**config.mk**
```make
export PLATFORM = sky130hd
export DESIGN_NAME = fifo_uart_drain
export DESIGN_NICKNAME = d
export VERILOG_FILES = /design/src/rtl/fifo_uart_drain.sv
export SDC_FILE = /design/constraint.sdc
export NUM_CORES = 1
export LEC_CHECK = 0
export ABC_AREA = 1
export BUFFER_PORTS_ARGS = -buffer_cell sky130_fd_sc_hd__buf_2
export CAP_MARGIN = 15
export CORE_UTILIZATION = 54
export DETAILED_ROUTE_END_ITERATION = 6
export PLACE_DENSITY_LB_ADDON = 0.08
export SLEW_MARGIN = 40
export SYNTH_ARGS = -nofsm -noshare
export SYNTH_HDL_FRONTEND = slang
export SYNTH_SLANG_ARGS = --single-unit
```
**constraint.sdc**
```tcl
create_clock -name clk -period 2 [get_ports clk]
set_clock_uncertainty 0.15 [all_clocks]
set_input_delay 0.4 -clock clk [delete_from_list [all_inputs] [get_ports clk]]
set_output_delay 0.4 -clock clk [all_outputs]
set_load 0.01 [all_outputs]
```
**src/rtl/fifo_uart_drain.sv**
```systemverilog
// Read-side drain for a first-word-fall-through FIFO: pops one word at a time and
// sends it as a UART frame (start, LSB-first data, optional parity, stop) on tx.
`timescale 1ns/1ps
module fifo_uart_drain #(
   parameter int WIDTH        = 4,
   parameter int CLKS_PER_BIT = 16,
   parameter bit PARITY_EN    = 1'b1
) (
   input  logic             clk,
   input  logic             rst_n,
   input  logic             enable,
   input  logic             parity_odd,
   input  logic             fifo_empty,
   input  logic [WIDTH-1:0] fifo_rdata,
   output logic             fifo_rd_en,
   output logic             tx,
   output logic             busy,
   output logic [7:0]       frame_cnt,
   output logic [2:0]       state_dbg
);

   localparam int BW = (CLKS_PER_BIT > 1) ? $clog2(CLKS_PER_BIT) : 1;
   localparam int IW = (WIDTH > 1) ? $clog2(WIDTH) : 1;
   localparam logic [BW-1:0] BAUD_LAST = BW'(CLKS_PER_BIT - 1);
   localparam logic [IW-1:0] IDX_LAST  = IW'(WIDTH - 1);

   typedef enum logic [2:0] {
      IDLE   = 3'd0,
      START  = 3'd1,
      DATA   = 3'd2,
      PARITY = 3'd3,
      STOP   = 3'd4
   } state_t;

   state_t           state, state_d;
   logic [BW-1:0]    baud_cnt, baud_d;
   logic [IW-1:0]    bit_idx, bit_idx_d;
   logic [WIDTH-1:0] shift_reg, shift_d;
   logic             parity_bit, parity_d;
   logic [7:0]       cnt_d;
   logic             tx_d;
   logic             pop;
   logic             baud_last;

   // Handshake: fifo_rd_en is a one-cycle pop strobe; the FIFO head is valid whenever
   // fifo_empty=0, and the word is consumed on the clock edge that ends the strobe cycle.
   assign baud_last  = (baud_cnt == BAUD_LAST);
   assign fifo_rd_en = pop & rst_n;
   assign busy       = (state != IDLE) | fifo_rd_en;
   assign state_dbg  = state;

   always_ff @(posedge clk or negedge rst_n) begin
      if (!rst_n) begin
         state      <= IDLE;
         baud_cnt   <= '0;
         bit_idx    <= '0;
         shift_reg  <= '0;
         parity_bit <= 1'b0;
         tx         <= 1'b1;
         frame_cnt  <= 8'd0;
      end else begin
         state      <= state_d;
         baud_cnt   <= baud_d;
         bit_idx    <= bit_idx_d;
         shift_reg  <= shift_d;
         parity_bit <= parity_d;
         tx         <= tx_d;
         frame_cnt  <= cnt_d;
      end
   end

   always_comb begin
      state_d   = state;
      baud_d    = baud_cnt;
      bit_idx_d = bit_idx;
      shift_d   = shift_reg;
      parity_d  = parity_bit;
      cnt_d     = frame_cnt;
      pop       = 1'b0;
      tx_d      = 1'b1;

      if (state != IDLE) begin
         baud_d = baud_last ? '0 : baud_cnt + 1'b1;
      end

      case (state)
         IDLE: pop = enable & ~fifo_empty;
         START: begin
            if (baud_last) begin
               state_d   = DATA;
               bit_idx_d = '0;
            end
         end
         DATA: begin
            if (baud_last) begin
               shift_d = shift_reg >> 1;
               if (bit_idx == IDX_LAST) begin
                  state_d = PARITY_EN ? PARITY : STOP;
               end else begin
                  bit_idx_d = bit_idx + 1'b1;
               end
            end
         end
         PARITY: begin
            if (baud_last) state_d = STOP;
         end
         STOP: begin
            if (baud_last) begin
               cnt_d = frame_cnt + 8'd1;
               if (enable && !fifo_empty) pop = 1'b1;
               else state_d = IDLE;
            end
         end
         default: state_d = IDLE;
      endcase

      // A pop (from IDLE or the last stop cycle) captures the head word and its parity.
      if (pop) begin
         state_d  = START;
         baud_d   = '0;
         shift_d  = fifo_rdata;
         parity_d = (^fifo_rdata) ^ parity_odd;
      end

      // tx is registered, so it is driven from the state being entered.
      case (state_d)
         START:   tx_d = 1'b0;
         DATA:    tx_d = shift_d[0];
         PARITY:  tx_d = parity_d;
         default: tx_d = 1'b1;
      endcase
   end

endmodule

```
==> metrics.md <==
| Metric | Value |
|---|---|
| Status | `complete, no violations` |
| Detailed Route WL | `2430 µm` |
| Critical Path Fanout Max | `4` |
| Top cells by area, synth | `dfrtp_1 44%, nand2_1 13%, inv_1 6.1%` |
| Gate Count Post-Synth | `150` |
| Crit end category | `output port` |
| Crit path kind | `flip-flop to output port` |
| Wire length per cell | `11.5 µm` |
| Synth Flop Type | `dfrtp_1` |
| Most frequent cell on the critical path | `nand2_2` |
| Clock sink count | `23` |
| Endpoints failing hold | `0` |
| Max Cap Viol | `0` |
| Global placement routability congestion | `0.875` |
| Vias per inst | `4.99` |
| DRT iter0 DRCs | `22` |
| Sw Pwr | `0.000615 W` |
| CP required | `1.45 ns` |
| #FFs+latches synth | `23` |
| Worst Hold Class | `input pin to flip-flop` |
| GRT Resource Usage Total | `21.7%` |
| Peak supply drop | `0.000536 V` |
| Boundary Pins | `23` |
| Die area | `2490 µm²` |
| Most common cell in the netlist | `nand2_1` |
| Sequential element share of the synthesized area | `46.6%` |
| Total power | `0.00157 W` |
| Sequential share of power | `44.1%` |
| DP HPWL | `1730 µm` |
| Nets@finish | `197` |
| Syn_area_per_cell | `8.26 µm²` |
| Layout cells sized above 1 | `28.3%` |
| Row Count | `16` |
| Diodes inserted | `0` |
| Top cell type's share of synthesized area | `44.4%` |
| Startpoint types | `flip-flop` |
| Via count | `1,053` |
| Largest net degree at the start of global routing | `24` |
| Pwr per Cell Area | `1040 nW/µm²` |
| Syn Nets | `162` |
| Worst-margin pin slew | `0.312 ns` |
| Reg area | `577 µm²` |
| Antenna violations before repair | `0` |
| Multi-input combinational cell area | `608 µm²` |
| Final period utilization | `99.7%` |
| Logic pwr share | `42.7%` |
| Fin crit period | `1.99 ns` |
| Crit-path slowest cell | `dfrtp_1` |
| Max FFs per register | `8` |
| CTS Buf Count | `3` |
| Global-route wire length before repair | `4120 µm` |
| Leakage power | `0.843 nW` |
| DRC Markers | `0` |
| RSZ-0062 raised after global routing | `true` |
| Post-detailed-route count of antenna-violating nets | `0` |
| Data arrival, critical path | `1.44 ns` |
| Overflow after GRT | `0` |
| Skew-Pair Late Insertion Delay | `0.30 ns` |
| Reg-to-reg slack, setup | `0.16 ns` |
| Post-synth EDFFs | `0` |
| Clk slew on worst S/H paths | `0.12 ns` |
| Asr flop ratio synth | `100%` |
| Max-slew violations | `0` |
| Clock Root Buffer | `clkbuf_4` |
| Worst setup margin | `0.00647 ns` |
| Mapped cell area | `1240 µm²` |
| Layout fillers | `171` |
| I/O Buffers | `22` |
| Crit-path max cell delay | `0.42 ns` |
| Area growth syn-to-layout | `21.7%` |
| Post-synth top cells | `44 x nand2_1, 22 x dfrtp_1, 20 x inv_1, 13 x nand3_1, 10 x nor2_1` |
| Clk pwr share | `13.2%` |
| DRT Pass-1 Iters | `4` |
| Fmax | `502 MHz` |
| Vias in the first global route | `977` |
| Initial Utilization | `60.1%` |
| Distinct cells, synth | `27` |
| Placed cell count | `200` |
| Die X | `49.9 µm` |
| CP cell instances | `ha_4, nand3_4, nand2_2, nand2_2, o21ai_2, buf_2` |
| Cell taking the most area after synthesis | `dfrtp_1` |
| Pre-CTS worst setup slack | `0.241 ns` |
| Worst slew margin | `79.2%` |
| Switching share of power | `39.3%` |
| Setup TNS | `0 ns` |
| P_int | `0.000951 W` |
| Chip height | `49.9 µm` |
| CTS tree | `done` |
| Clk buf depth | `2` |
| Non-filler instance count after layout | `211` |
| Synth warnings | `0` |
| Core Box Area | `2060 µm²` |
| H-tree depth | `1` |
| Final setup fails | `0` |
==> kinds of logic (layout without fill, tap and decap cells) <==
group / after synthesis / in the layout / synth area share, %
DFF: 23 / 23 / 46.6
and+or+nand+nor: 78 / 78 / 30.2
buffers and inverters: 23 / 57 / 7.07
adders and majority gates: 3 / 3 / 3.03
AOI/OAI and AO/OA: 14 / 14 / 6.57
muxes: 1 / 1 / 0.909
xor gates and xnor gates: 8 / 8 / 5.66
==> path summary, 6_finish.rpt <==
check / cells past startpoint / startpoint / end
min in group asynchronous: 3 / rst_n / baud_cnt[3]$_DFFE_PN0P_
max in group asynchronous: 3 / rst_n / tx$_DFF_PN1_
setup reg to reg: 10 / baud_cnt[0]$_DFFE_PN0P_ / bit_idx[0]$_DFFE_PN0P_
setup / recovery: 6 / baud_cnt[0]$_DFFE_PN0P_ / busy
hold reg to reg: 1 / frame_cnt[7]$_DFFE_PN0P_ / frame_cnt[7]$_DFFE_PN0P_
hold / removal: 3 / fifo_rdata[2] / shift_reg[2]$_DFFE_PN0P_
==> cell usage in the layout, fill, tap and decap left out, types with 2 or more instances in the layout <==
cell type,netlist,final
nand2_1,44,42
ha_1,3,2
xnor2_1,5,5
buf_2,1,22
a21oi_1,3,3
inv_2,2,3
buf_4,0,8
dfrtp_1,22,22
xor2_1,3,3
clkbuf_4,0,3
nand4_1,2,2
nor2_1,10,8
nand3_1,13,13
o21ai_1,2,2
o21ai_0,5,4
inv_1,20,19
nand3_4,1,2
nand2_2,1,3
nor2_2,2,4
==> power by group through the flow <==
stage | Clock, W | Sequential [W] | Combinational (W)
detailed placement | 0 | 0.000686 | 0.000543
finish | 0.000206 | 0.000691 | 0.000669
floorplan | 0 | 0.000681 | 0.000404
global placement | 0 | 0.000680 | 0.000531
CTS | 0.000211 | 0.000690 | 0.000618
global route | 0.000225 | 0.000703 | 0.000760
==> final cells by class <==
cell class	instances	area share, %
clock buffers	4	1.74
inverters	22	5.48
multi-input cells	104	40.3
flip-flops and latches	23	38.3
well taps	27	2.24
repair buffers	31	12.0
==> critical path, delay by kind of cell, from the launching register on <==
family,cells,cell delay (ns)
AOI/OAI and AO/OA,1,0.15
and+or+nand+nor,3,0.26
buffers and inverters,1,0.15
adders and majority gates,1,0.17
DFF,1,0.42
==> routing by layer <==
layer | wire length (µm) | part of all wire, % | global-route usage (%)
met1 | 1160 | 48 | 28.6
met5 | 0 | 0 | 0
met4 | 13 | 0.53 | 4.29
met2 | 1190 | 49 | 37.4
met3 | 65 | 2.7 | 3.70
==> what timing repair did <==
item                                   4_1_cts  5_1_grt
endpoints found under the hold margin       22        0
hold buffers                                 1        0
pin swaps                                    1        3
gates resized for setup                      4        6
setup buffers                                3        3
setup endpoints to repair                    2        1
==> through the flow <==
stage / instance area [µm²] / hold WS [ns] / utilization (%)
4_1_cts: 1470 / 0.196 / 71.4
3_5_place_dp: 1390 / 0.257 / 67.5
2_1_floorplan: 1240 / -0.0456 / -
6_report: 1510 / 0.191 / 73.1
3_3_place_gp: 1390 / 0.253 / 67.5
5_1_grt: 1510 / 0.210 / 73.1
Note: power is estimated with default switching activity, not from simulation.
